<file path="config.mk">
export PLATFORM = sky130hd
export DESIGN_NAME = button_debouncer_flat
export DESIGN_NICKNAME = d
export VERILOG_FILES = /design/src/rtl/button_debouncer_pkg.sv /design/src/rtl/button_debouncer_if.sv /design/src/rtl/button_debouncer_sync_2ff.sv /design/src/rtl/button_debouncer.sv /design/src/flat_wrapper.sv
export SDC_FILE = /design/constraint.sdc
export NUM_CORES = 1
export LEC_CHECK = 0
export ABC_CLOCK_PERIOD_IN_PS = 4950
export BUFFER_PORTS_ARGS = -buffer_cell sky130_fd_sc_hd__buf_4
export CAP_MARGIN = 15
export CORE_MARGIN = 2
export CORE_UTILIZATION = 59
export DETAILED_ROUTE_END_ITERATION = 7
export PLACE_DENSITY = 0.79
export SETUP_SLACK_MARGIN = 0.1
export SYNTH_ARGS = -nofsm -noshare
export SYNTH_HDL_FRONTEND = slang
export SYNTH_SLANG_ARGS = --single-unit
</file>
<file path="constraint.sdc">
create_clock -name clk -period 4.95 [get_ports clk]
set_clock_uncertainty 0.1 [all_clocks]
set_input_delay 0.495 -clock clk [delete_from_list [all_inputs] [get_ports clk]]
set_output_delay 0.495 -clock clk [all_outputs]
set_load 0.02 [all_outputs]
</file>
<file path="src/rtl/button_debouncer_pkg.sv">
// Shared encodings for the button front-end: FSM state codes and the press counter width.
package button_debouncer_pkg;

  localparam logic [1:0] ST_IDLE         = 2'b00;
  localparam logic [1:0] ST_PRESS_WAIT   = 2'b01;
  localparam logic [1:0] ST_PRESSED      = 2'b11;
  localparam logic [1:0] ST_RELEASE_WAIT = 2'b10;

  localparam int PRESS_CNT_W = 8;

  typedef enum logic [1:0] {
    IDLE         = ST_IDLE,
    PRESS_WAIT   = ST_PRESS_WAIT,
    PRESSED      = ST_PRESSED,
    RELEASE_WAIT = ST_RELEASE_WAIT
  } state_t;

  // The encoding puts the debounced level in bit 1 (PRESSED and RELEASE_WAIT).
  function automatic logic is_down(state_t s);
    return s[1];
  endfunction

endpackage

</file>
<file path="src/rtl/button_debouncer_if.sv">
// Button-side bundle: raw input towards the debouncer, conditioned level/pulses/count back.
interface button_debouncer_if;
  logic                                        btn_in;
  logic                                        btn_state;
  logic                                        press_pulse;
  logic                                        release_pulse;
  logic [button_debouncer_pkg::PRESS_CNT_W-1:0] press_count;

  modport master (
    output btn_in,
    input  btn_state, press_pulse, release_pulse, press_count
  );

  modport slave (
    input  btn_in,
    output btn_state, press_pulse, release_pulse, press_count
  );
endinterface

</file>
<file path="src/rtl/button_debouncer_sync_2ff.sv">
// 1-bit two-flop synchroniser, async active-high reset to 0; reused for every raw button.
module sync_2ff (
  input  logic clk,
  input  logic rst,
  input  logic i_d,
  output logic o_q
);

  logic [1:0] r_pipe;

  always_ff @(posedge clk or posedge rst) begin
    if (rst) r_pipe <= '0;
    else     r_pipe <= {r_pipe[0], i_d};
  end

  assign o_q = r_pipe[1];

endmodule

</file>
<file path="src/rtl/button_debouncer.sv">
// Debounces one raw button: synchronise, qualify over STABLE_CYCLES samples, emit level,
// single-cycle press/release pulses and a wrapping press count.
module button_debouncer
  import button_debouncer_pkg::*;
#(
  parameter int STABLE_CYCLES = 16,
  parameter int CNT_W         = $clog2(STABLE_CYCLES + 1)
) (
  input  logic               clk,
  input  logic               rst,
  button_debouncer_if.slave  bus
);

  logic                   w_s2;
  logic                   w_last;
  state_t                 r_state, w_state_nxt;
  logic [CNT_W-1:0]       r_cnt, w_cnt_nxt;
  logic                   r_btn_state;
  logic                   r_press, w_press_nxt;
  logic                   r_release, w_release_nxt;
  logic [PRESS_CNT_W-1:0] r_count, w_count_nxt;

  sync_2ff u_sync (
    .clk (clk),
    .rst (rst),
    .i_d (bus.btn_in),
    .o_q (w_s2)
  );

  assign w_last = (r_cnt == CNT_W'(STABLE_CYCLES - 1));

  always_comb begin
    w_state_nxt   = r_state;
    w_cnt_nxt     = r_cnt;
    w_press_nxt   = 1'b0;
    w_release_nxt = 1'b0;
    w_count_nxt   = r_count;
    case (r_state)
      IDLE: begin
        if (w_s2) begin
          w_state_nxt = PRESS_WAIT;
          w_cnt_nxt   = '0;
        end
      end
      PRESS_WAIT: begin
        if (!w_s2) begin
          w_state_nxt = IDLE;
        end else if (w_last) begin
          w_state_nxt = PRESSED;
          w_press_nxt = 1'b1;
          w_count_nxt = r_count + PRESS_CNT_W'(1);
        end else begin
          w_cnt_nxt = r_cnt + CNT_W'(1);
        end
      end
      PRESSED: begin
        if (!w_s2) begin
          w_state_nxt = RELEASE_WAIT;
          w_cnt_nxt   = '0;
        end
      end
      RELEASE_WAIT: begin
        if (w_s2) begin
          w_state_nxt = PRESSED;
        end else if (w_last) begin
          w_state_nxt   = IDLE;
          w_release_nxt = 1'b1;
        end else begin
          w_cnt_nxt = r_cnt + CNT_W'(1);
        end
      end
      default: w_state_nxt = IDLE;
    endcase
  end

  // Level is registered off the next state so it changes on the same edge as the state.
  always_ff @(posedge clk or posedge rst) begin
    if (rst) begin
      r_state     <= IDLE;
      r_cnt       <= '0;
      r_btn_state <= 1'b0;
      r_press     <= 1'b0;
      r_release   <= 1'b0;
      r_count     <= '0;
    end else begin
      r_state     <= w_state_nxt;
      r_cnt       <= w_cnt_nxt;
      r_btn_state <= is_down(w_state_nxt);
      r_press     <= w_press_nxt;
      r_release   <= w_release_nxt;
      r_count     <= w_count_nxt;
    end
  end

  assign bus.btn_state     = r_btn_state;
  assign bus.press_pulse   = r_press;
  assign bus.release_pulse = r_release;
  assign bus.press_count   = r_count;

endmodule
</file>
<file path="src/flat_wrapper.sv">
// flat-port wrapper written by rule: the top's interface ports become plain ports
module button_debouncer_flat import button_debouncer_pkg::*;
#(
  parameter int STABLE_CYCLES = 16,
  parameter int CNT_W         = $clog2(STABLE_CYCLES + 1)
)
  (clk, rst, bus_btn_in, bus_btn_state, bus_press_pulse, bus_release_pulse, bus_press_count);
  button_debouncer_if bus_i ();
  input  logic clk;
  input  logic rst;
  input wire logic [$bits(bus_i.btn_in)-1:0] bus_btn_in;
  output wire logic [$bits(bus_i.btn_state)-1:0] bus_btn_state;
  output wire logic [$bits(bus_i.press_pulse)-1:0] bus_press_pulse;
  output wire logic [$bits(bus_i.release_pulse)-1:0] bus_release_pulse;
  output wire logic [$bits(bus_i.press_count)-1:0] bus_press_count;
  assign bus_i.btn_in = bus_btn_in;
  assign bus_btn_state = bus_i.btn_state;
  assign bus_press_pulse = bus_i.press_pulse;
  assign bus_release_pulse = bus_i.release_pulse;
  assign bus_press_count = bus_i.press_count;
  button_debouncer #(.STABLE_CYCLES(STABLE_CYCLES), .CNT_W(CNT_W)) u_core (.clk(clk), .rst(rst), .bus(bus_i));
endmodule
</file>
==> impl_metrics.py, run 1 <==
metrics = {
    "critical_path": {
        "r2r_setup_slack_ns": 2.87,
        "endpoint": "u_core.bus.press_count[4]$_DFFE_PP0P_",
        "crit_chain": "ha_1 > and3_1 > ha_1 > nand3_1 > inv_1 > nand4_1 > xnor2_1",
        "max_stage_delay_ns": 0.43,
        "critPathTopFamily": "simple AND/OR/NAND/NOR gates",
        "required_ns": 5.04,
        "cp-end-kind": "flip-flop",
        "cp_num_buf_inv": 1,
        "critPathKind": "flip-flop to flip-flop",
        "crit_top_cell": "ha_1",
        "cp_slowest_cell": "dfrtp_1",
        "path_depth": 7,
        "cp_data_arrival_time_ns": 2.17,
        "r2r_end": "u_core.bus.press_count[4]$_DFFE_PP0P_",
        "crit_fanout": 11,
        "critPathLaunch": "u_core.r_cnt[0]$_DFFE_PP0P_",
        "reg2reg_from": "u_core.r_cnt[0]$_DFFE_PP0P_",
        "r2r_cells": 7,
        "worst_setup_path_start_kind": "flip-flop",
    },
    "synthesis": {
        "ys_ff_latch": 19,
        "syn_area_um2": 1020,
        "ys_top_cells_by_area": "dfrtp_1, ha_1, nand3_1, xnor2_1, buf_6",
        "synth.top_cell.area_share_pct": 46.5,
        "synth_top_cell_by_area": "dfrtp_1",
        "ys_seq_area_share_pct": 46.5,
        "synth_top_family_by_area": "simple AND/OR/NAND/NOR gates",
        "synth_fa_ha_area_share_pct": 8.56,
        "netlist_instances": 93,
        "synth.distinct_cells": 31,
        "synth_xor_area_share_pct": 5.99,
        "synth_compound_area_share_pct": 10.3,
        "yosys_warnings": 0,
        "synth.area.mux_share_pct": 4.03,
        "synth-simple-area-share_pct": 18.1,
        "synth_nets": 103,
        "synth.avg_cell_area_um2": 11.0,
    },
    "clock_tree": {
        "cts_tree": "built",
        "cts_made_buffers": 3,
        "cts_buffer_depth": 2,
        "htree_levels": 1,
        "cts_setup_buffers": 0,
        "clock_latency_ns": 0.29,
        "cts_resized": 0,
        "clock-sinks": 19,
        "cts-root-buf": "clkbuf_4",
        "cts_hold_buffers": 0,
        "clk_pin_slew_ns": 0.11,
    },
    "sta": {
        "slew_headroom_pct": 53.6,
        "slew_violations": 0,
        "max_freq_ghz": 0.480,
        "finalSetupViolCount": 0,
        "rsz0062_at_grt": "false",
        "worstMarginPinSlew_ns": 0.696,
        "finalCritPeriodShare_pct": 42.1,
        "setup_tns_ns": 0,
        "holdWs_ns": 0.204,
        "fin_crit_ns": 2.08,
        "hold_violations": 0,
    },
    "global_routing": {
        "overflow": 0,
        "grt_pass1_wl_um": 2840,
        "antenna_found_initial": 0,
        "grt_max_degree": 20,
        "grt_pass1_vias": 651,
        "grt_usage_pct": 18.8,
    },
    "outcome": {
        "status": "completed",
    },
    "finish": {
        "layout_common_cells": "dfrtp_1, buf_4, nand3_1, inv_1, ha_1",
        "drive_above_1_share_pct": 21.0,
        "nets": 116,
        "layout_commonest_cell": "dfrtp_1",
        "syn2layout_area_growth_pct": 10.3,
        "n_antenna_cell": 0,
        "stdcell_count": 122,
    },
    "power": {
        "p_total_w": 0.000466,
        "p_per_area_nw_per_um2": 413,
        "power.leakage_nw": 0.573,
        "peakVddDrop_mv": 0.292,
    },
    "route": {
        "drt_iter0_drc": 22,
        "first_pass_iters": 4,
        "vias_per_cell": 5.74,
        "detail-route-antenna-nets": 0,
        "wl_um": 1660,
        "drc": 0,
        "vias": 700,
        "wire_per_inst_um": 13.6,
    },
    "floorplan": {
        "initial_core_util_pct": 61.3,
        "rows": 15,
        "coreArea_um2": 1670,
        "die_area_um2": 2080,
        "die_height_um": 45.7,
        "ios": 14,
        "die_x_um": 45.7,
    },
    "run": {
        "cap_violations": 0,
    },
    "placement": {
        "io_buffers": 13,
        "dp_cells": 118,
        "hpwl_um": 1230,
        "gp_congestion": 0.829,
    },
    "min_path": {
        "worst_hold_path_type": "input pin to asynchronous set/reset pin",
    },
}
-- area by class of cell --
cell class | count | area (µm²)
Clock inverter | 1 | 5.00
Sequential cell | 19 | 475
Clock buffer | 3 | 22.5
Inverter | 7 | 26.3
Timing Repair Buffer | 13 | 97.6
Fill cell | 122 | 542
Tap cell | 17 | 21.3
Multi-Input combinational cell | 62 | 480
-- power breakdown --
group / internal (W) / switching, W / leakage [nW]
sequential: 0.000175 / 0.0000210 / 0.254
combinational: 0.0000785 / 0.000113 / 0.301
clock: 0.0000300 / 0.0000485 / 0.0177
total: 0.000283 / 0.000182 / 0.573
-- how the worst min path moves through the flow --
stage / from / end
2_1_floorplan: u_core.u_sync.r_pipe[0]$_DFF_PP0_ / u_core.u_sync.r_pipe[1]$_DFF_PP0_
3_3_place_gp: u_core.u_sync.r_pipe[0]$_DFF_PP0_ / u_core.u_sync.r_pipe[1]$_DFF_PP0_
3_5_place_dp: u_core.u_sync.r_pipe[0]$_DFF_PP0_ / u_core.u_sync.r_pipe[1]$_DFF_PP0_
4_1_cts: bus_btn_in / u_core.u_sync.r_pipe[0]$_DFF_PP0_
5_1_grt: bus_btn_in / u_core.u_sync.r_pipe[0]$_DFF_PP0_
6_report: rst / u_core.r_cnt[0]$_DFFE_PP0P_
-- flip-flops by register name, summed over array words and instances, names as in the netlist --
| register | count |
|---|---|
| u_core.u_sync.r_pipe | 2 |
| u_core.r_cnt | 5 |
| u_core.bus.release_pulse | 1 |
| u_core.r_state | 2 |
| u_core.bus.press_pulse | 1 |
| u_core.bus.press_count | 8 |
-- kinds of logic (layout without fill, tap and decap cells) --
| group | count (synthesis) | count (layout) |
|---|---|---|
| mux | 4 | 4 |
| buf+inv | 12 | 24 |
| fa+ha+maj | 7 | 7 |
| flops | 19 | 19 |
| compound gates | 11 | 11 |
| simple gates | 33 | 33 |
| xor+xnor | 7 | 7 |
-- through the flow --
step                instance area (µm²)  worst slack [ns]  util, %
finish                             1130              2.87     67.6
global route                       1130              2.67     67.6
CTS                                1130              2.87     67.6
detailed placement                 1100              2.90     65.9
global placement                   1100              2.94     65.9
floorplan                          1020              2.95        -
-- cells in the mapped netlist --
master and count:
nand4_1 3, o311ai_2 1, dfrtp_1 19, nand2_1 5, inv_1 7, o21bai_1 1, nand4b_1 1, or2_2 1
and3b_1 1, nor2_1 3, ha_1 7, o21ai_0 1, buf_6 3, o211ai_1 2, xor2_1 3, a2111oi_4 1
mux2i_1 3, clkbuf_1 2, and2_4 1, mux2_2 1, nand3b_1 1, or3_1 2, nand2b_1 2, o32ai_1 1
or3b_1 1, nand3_1 8, xnor2_1 4, a21oi_1 2, and3_1 2, nor3_1 2, a22oi_1 2
-- routing by layer --
layer | vias to the layer above | global-route usage [%] | share of wire [%]
li1 | 350 | - | -
met1 | 330 | 26.2 | 47
met5 | - | 0 | 0
met3 | 2 | 2.38 | 3.4
met4 | 0 | 7.06 | 0.72
met2 | 18 | 29.9 | 49
No activity file was read; power rests on OpenSTA's default activity.
==> run 2: changes to the inputs <==
--- a/config.mk
+++ b/config.mk
@@ -5,13 +5,13 @@
 export SDC_FILE = /design/constraint.sdc
 export NUM_CORES = 1
 export LEC_CHECK = 0
-export ABC_CLOCK_PERIOD_IN_PS = 4950
+export ABC_CLOCK_PERIOD_IN_PS = 2000
 export BUFFER_PORTS_ARGS = -buffer_cell sky130_fd_sc_hd__buf_4
 export CAP_MARGIN = 15
 export CORE_MARGIN = 2
-export CORE_UTILIZATION = 59
+export CORE_UTILIZATION = 55
 export DETAILED_ROUTE_END_ITERATION = 7
-export PLACE_DENSITY = 0.79
+export PLACE_DENSITY = 0.74
 export SETUP_SLACK_MARGIN = 0.1
 export SYNTH_ARGS = -nofsm -noshare
 export SYNTH_HDL_FRONTEND = slang
==> constraint.sdc (replaced) <==
create_clock -name clk -period 2 [get_ports clk]
set_clock_uncertainty 0.1 [all_clocks]
set_input_delay 0.2 -clock clk [delete_from_list [all_inputs] [get_ports clk]]
set_output_delay 0.2 -clock clk [all_outputs]
set_load 0.02 [all_outputs]
==> run 2 against run 1 <==
- combinational power grew to 3.0 times the previous value
- sequential power is 150% higher
- largest power group is now combinational cells
- count of clock-buffer cells in the layout increased by 1
- utilization is 4.2 points higher
- critical path type unchanged
- register-to-register slack worse by 2.7 ns
- global-route usage fell by 0.67 points
- routed wire length is 19% higher
- via count rose by 6.6%
- fmax up 11%
- final cell count up 13%
- flip-flop and latch count is the same
==> impl_metrics.py, run 2 (same netlist as run 1, synthesis figures left out) <==
metrics = {
    "outcome": {
        "status": "completed",
    },
    "floorplan": {
        "die_height_um": 47.1,
        "initial_core_util_pct": 58.6,
        "ios": 14,
        "rows": 15,
        "die_area_um2": 2220,
        "coreArea_um2": 1750,
        "die_x_um": 47.1,
    },
    "route": {
        "vias": 746,
        "wl_um": 1990,
        "first_pass_iters": 4,
        "wire_per_inst_um": 14.4,
        "vias_per_cell": 5.41,
        "drt_iter0_drc": 6,
        "drc": 0,
        "detail-route-antenna-nets": 0,
    },
    "clock_tree": {
        "cts_buffer_depth": 2,
        "clock_latency_ns": 0.29,
        "cts-root-buf": "clkbuf_4",
        "cts_made_buffers": 3,
        "clock-sinks": 19,
        "htree_levels": 1,
        "clk_pin_slew_ns": 0.11,
        "cts_tree": "built",
    },
    "sta": {
        "finalCritPeriodShare_pct": 93.9,
        "max_freq_ghz": 0.533,
        "rsz0062_at_grt": "true",
        "setup_tns_ns": 0,
        "finalSetupViolCount": 0,
        "worstMarginPinSlew_ns": 0.720,
        "slew_headroom_pct": 51.9,
        "holdWs_ns": 0.261,
        "fin_crit_ns": 1.88,
        "hold_violations": 0,
        "slew_violations": 0,
    },
    "critical_path": {
        "critPathKind": "flip-flop to flip-flop",
        "crit_fanout": 6,
        "cp-end-kind": "flip-flop",
        "worst_setup_path_start_kind": "flip-flop",
        "cp_data_arrival_time_ns": 1.96,
        "required_ns": 2.09,
    },
    "global_routing": {
        "grt_max_degree": 20,
        "antenna_found_initial": 0,
        "grt_pass1_wl_um": 2860,
        "grt_pass1_vias": 658,
        "overflow": 0,
        "grt_usage_pct": 18.2,
    },
    "run": {
        "cap_violations": 0,
    },
    "min_path": {
        "worst_hold_path_type": "flip-flop to flip-flop",
    },
    "power": {
        "power.leakage_nw": 0.623,
        "p_per_area_nw_per_um2": 992,
        "peakVddDrop_mv": 0.786,
    },
    "placement": {
        "hpwl_um": 1290,
        "gp_congestion": 0.861,
        "io_buffers": 13,
    },
    "finish": {
        "fill_cells": 129,
        "seqCellArea_um2": 477,
        "nets": 124,
        "layout_common_cells": "buf_4, dfrtp_1, inv_1, nand3_1, nand2_1",
        "largest_register_ffs": 8,
        "syn2layout_area_growth_pct": 22.4,
        "drive_above_1_share_pct": 31.9,
        "multi_input_area_um2": 524,
        "n_antenna_cell": 0,
    },
}
## run 2: cell type report
cell class / count / area share [%]
flip-flops and latches: 19 / 38.1
well taps: 25 / 2.50
inverters: 7 / 2.10
clock buffers: 4 / 2.10
repair buffers: 21 / 13.4
multi-input cells: 62 / 41.9
## run 2: metrics by stage
| stage | utilization, % | instances | worst slack, ns | instance area [µm²] | power [W] |
|---|---|---|---|---|---|
| after global placement | 64.6 | 128 | 0.0567 | 1130 | 0.000990 |
| final | 71.8 | 138 | 0.123 | 1250 | 0.00124 |
| after CTS | 68.3 | 134 | 0.112 | 1190 | 0.00123 |
| after detailed placement | 64.6 | 128 | -0.0197 | 1130 | 0.00100 |
| after global routing | 71.8 | 138 | 0.0596 | 1250 | 0.00132 |
| after floorplan | - | 93 | 0.117 | 1030 | 0.000897 |
## run 2: routing by layer
metal / part of all wire, % / vias up / track usage [%] / routed length (µm)
li1: - / 364 / - / -
met1: 48 / 365 / 24.9 / 947
met4: 1.4 / 0 / 6.67 / 27
met2: 49 / 12 / 29.6 / 971
met3: 2.1 / 5 / 2.31 / 41
met5: 0 / - / 0 / 0
## run 2: what timing repair did
action	CTS	global route
buffers inserted	0	4
gates resized for setup	5	5
setup endpoints to repair	9	7
endpoints found under the hold margin	20	0
hold buffers	2	0
pin swaps	0	3
## run 2: worst max-delay path, stage by stage (launching register included)
cell	delay, ns
dfrtp_1	0.45
ha_2	0.21
and3_4	0.19
ha_4	0.18
nand4b_1	0.24
buf_4	0.18
a22oi_1	0.15
o21bai_1	0.08
## run 2: worst paths after layout
kind                                                   start                           endpoint  slack [ns]  depth (start not counted)
setup reg to reg                 u_core.r_cnt[0]$_DFFE_PP0P_        u_core.r_cnt[3]$_DFFE_PP0P_        0.12                          7
hold reg to reg            u_core.u_sync.r_pipe[0]$_DFF_PP0_  u_core.u_sync.r_pipe[1]$_DFF_PP0_        0.26                          0
min in group asynchronous                                rst      u_core.r_state[0]$_DFFE_PP0P_        0.47                          3
hold / removal             u_core.u_sync.r_pipe[0]$_DFF_PP0_  u_core.u_sync.r_pipe[1]$_DFF_PP0_        0.26                          0
max in group asynchronous                                rst      u_core.r_state[1]$_DFFE_PP0P_        0.84                          3
setup / recovery                 u_core.r_cnt[0]$_DFFE_PP0P_        u_core.r_cnt[3]$_DFFE_PP0P_        0.12                          7
## run 2: report_power, final
group	switching (W)	internal, W	total [W]
registers	0.0000506	0.000434	0.000485
clock network	0.000116	0.0000776	0.000193
logic	0.000317	0.000247	0.000564
==> run 3: changes to the inputs <==
--- a/config.mk
+++ b/config.mk
@@ -8,7 +8,7 @@
 export ABC_CLOCK_PERIOD_IN_PS = 2000
 export BUFFER_PORTS_ARGS = -buffer_cell sky130_fd_sc_hd__buf_4
 export CAP_MARGIN = 15
-export CORE_MARGIN = 2
+export CORE_MARGIN = 5
 export CORE_UTILIZATION = 55
 export DETAILED_ROUTE_END_ITERATION = 7
 export PLACE_DENSITY = 0.74
==> run 3 against run 2 <==
- worst setup slack gained 0.040 ns
- combinational power grew 3%
- clock power is essentially flat
- via count grew 2.4%
- count of clock-buffer cells in the layout shrank 1
- register-to-register slack gained 0.04 ns
- critical path depth shrank 1
- largest cell class unchanged
==> impl_metrics.py, run 3 (same netlist as run 1, synthesis figures left out) <==
metrics = {
    "outcome": {
        "status": "completed",
    },
    "global_routing": {
        "grt_max_degree": 20,
        "overflow": 0,
        "antenna_found_initial": 0,
        "grt_pass1_wl_um": 3370,
        "grt_usage_pct": 16.4,
        "grt_pass1_vias": 770,
    },
    "clock_tree": {
        "clock_latency_ns": 0.30,
        "clk_pin_slew_ns": 0.11,
        "cts_made_buffers": 3,
        "cts_buffer_depth": 2,
        "clock-sinks": 19,
        "htree_levels": 1,
        "cts_tree": "built",
        "cts-root-buf": "clkbuf_4",
    },
    "finish": {
        "drive_above_1_share_pct": 32.7,
        "fin_util_pct": 71.9,
        "syn2layout_area_growth_pct": 22.6,
        "largest_register_ffs": 8,
        "layout_common_cells": "buf_4, dfrtp_1, inv_1, nand3_1, nand2_1",
        "final_area_um2": 1250,
        "nets": 124,
        "n_antenna_cell": 0,
    },
    "power": {
        "peakVddDrop_mv": 0.751,
        "p_switching_w": 0.000487,
        "power.leakage_nw": 0.624,
        "seq_power_share_pct": 38.2,
        "internal_power_w": 0.000769,
        "p_per_area_nw_per_um2": 1000,
        "p_clk_share_pct": 15.6,
        "p_comb_share_pct": 46.3,
        "switching_share_pct": 38.8,
    },
    "placement": {
        "io_buffers": 13,
        "dpl-instance-area_um2": 1130,
        "hpwl_um": 1320,
        "gp_congestion": 0.866,
    },
    "sta": {
        "rsz0062_at_grt": "false",
        "fin_crit_ns": 1.84,
        "finalCritPeriodShare_pct": 91.9,
        "finalSetupViolCount": 0,
        "hold_violations": 0,
        "slew_violations": 0,
        "slew_headroom_pct": 51.6,
        "max_freq_ghz": 0.544,
        "worstMarginPinSlew_ns": 0.725,
    },
    "run": {
        "cap_violations": 0,
    },
    "critical_path": {
        "worst_setup_path_start_kind": "flip-flop",
        "r2r_end": "u_core.r_cnt[3]$_DFFE_PP0P_",
        "critPathKind": "flip-flop to flip-flop",
        "required_ns": 2.13,
        "cp-end-kind": "flip-flop",
        "r2r_setup_slack_ns": 0.16,
        "cp_data_arrival_time_ns": 1.97,
        "reg2reg_from": "u_core.r_cnt[0]$_DFFE_PP0P_",
        "crit_fanout": 6,
        "r2r_cells": 6,
    },
    "route": {
        "drc": 0,
        "vias_per_cell": 5.54,
        "wire_per_inst_um": 14.8,
        "first_pass_iters": 4,
        "drt_iter0_drc": 12,
        "wl_um": 2040,
        "detail-route-antenna-nets": 0,
        "vias": 764,
    },
    "min_path": {
        "worstHoldStart": "u_core.u_sync.r_pipe[0]$_DFF_PP0_",
        "worst_hold_path_type": "flip-flop to flip-flop",
        "hold_depth": 0,
        "hold_end": "u_core.u_sync.r_pipe[1]$_DFF_PP0_",
    },
    "floorplan": {
        "rows": 15,
        "die_x_um": 53.1,
        "coreArea_um2": 1750,
        "die_area_um2": 2820,
        "ios": 14,
        "initial_core_util_pct": 58.6,
        "die_height_um": 53.1,
    },
}
[run 3: how the worst max path moves through the flow]
stage / endpoint / depth (start not counted) / startpoint / slack [ns]
floorplan: u_core.r_state[1]$_DFFE_PP0P_ / 6 / u_core.r_cnt[0]$_DFFE_PP0P_ / 0.12
global placement: u_core.bus.press_count[6]$_DFFE_PP0P_ / 7 / u_core.r_cnt[0]$_DFFE_PP0P_ / 0.06
detailed placement: u_core.bus.press_count[6]$_DFFE_PP0P_ / 7 / u_core.r_cnt[0]$_DFFE_PP0P_ / -0.03
CTS: u_core.r_cnt[3]$_DFFE_PP0P_ / 6 / u_core.r_cnt[0]$_DFFE_PP0P_ / 0.15
global route: u_core.r_cnt[3]$_DFFE_PP0P_ / 6 / u_core.r_cnt[0]$_DFFE_PP0P_ / 0.09
finish: u_core.r_cnt[3]$_DFFE_PP0P_ / 6 / u_core.r_cnt[0]$_DFFE_PP0P_ / 0.16
[run 3: what timing repair did]
item / CTS / global route
hold buffers: 2 / 0
gates cloned: 0 / 0
buffers inserted: 1 / 3
gates resized for setup: 4 / 6
setup endpoints to repair: 10 / 8
pin swaps: 0 / 4
hold endpoints to repair: 20 / 0
[run 3: per-stage QoR]
step	setup slack [ns]	std cells	setup TNS [ns]	hold slack (ns)	power (W)
2_1_floorplan	0.117	93	0	0.0511	0.000897
3_3_place_gp	0.0632	128	0	0.210	0.000988
3_5_place_dp	-0.0317	128	-0.0875	0.211	0.00101
4_1_cts	0.150	135	0	0.264	0.00124
5_1_grt	0.0906	138	0	0.284	0.00134
6_report	0.163	138	0	0.261	0.00126
[run 3: power groups by stage]
stage | Sequential, W | Clock [W] | Combinational [W]
finish | 0.000479 | 0.000196 | 0.000581
global route | 0.000486 | 0.000217 | 0.000637
CTS | 0.000475 | 0.000204 | 0.000562
detailed placement | 0.000489 | 0 | 0.000517
global placement | 0.000485 | 0 | 0.000504
floorplan | 0.000489 | 0 | 0.000407
[run 3: worst max-delay path, stage by stage (launching register included)]
cell	delay, ns
dfrtp_1	0.40
ha_2	0.19
and3_4	0.18
ha_4	0.18
nand4b_1	0.26
a2111oi_4	0.30
o21bai_1	0.15
[run 3: cell type report]
| class | count | area [µm²] |
|---|---|---|
| Multi-Input combinational cell | 62 | 526 |
| Fill cell | 128 | 490 |
| Sequential cell | 19 | 477 |
| Timing Repair Buffer | 21 | 168 |
| Tap cell | 25 | 31.3 |
| Inverter | 7 | 26.3 |
| Clock buffer | 3 | 22.5 |
| Clock inverter | 1 | 5.00 |
[run 3: metal layers]
metal  share of wire [%]  global-route usage (%)
met1                  46                    21.4
met2                  49                    26.0
met3                 2.8                    4.23
met4                 2.2                    5.53
met5                   0                       0
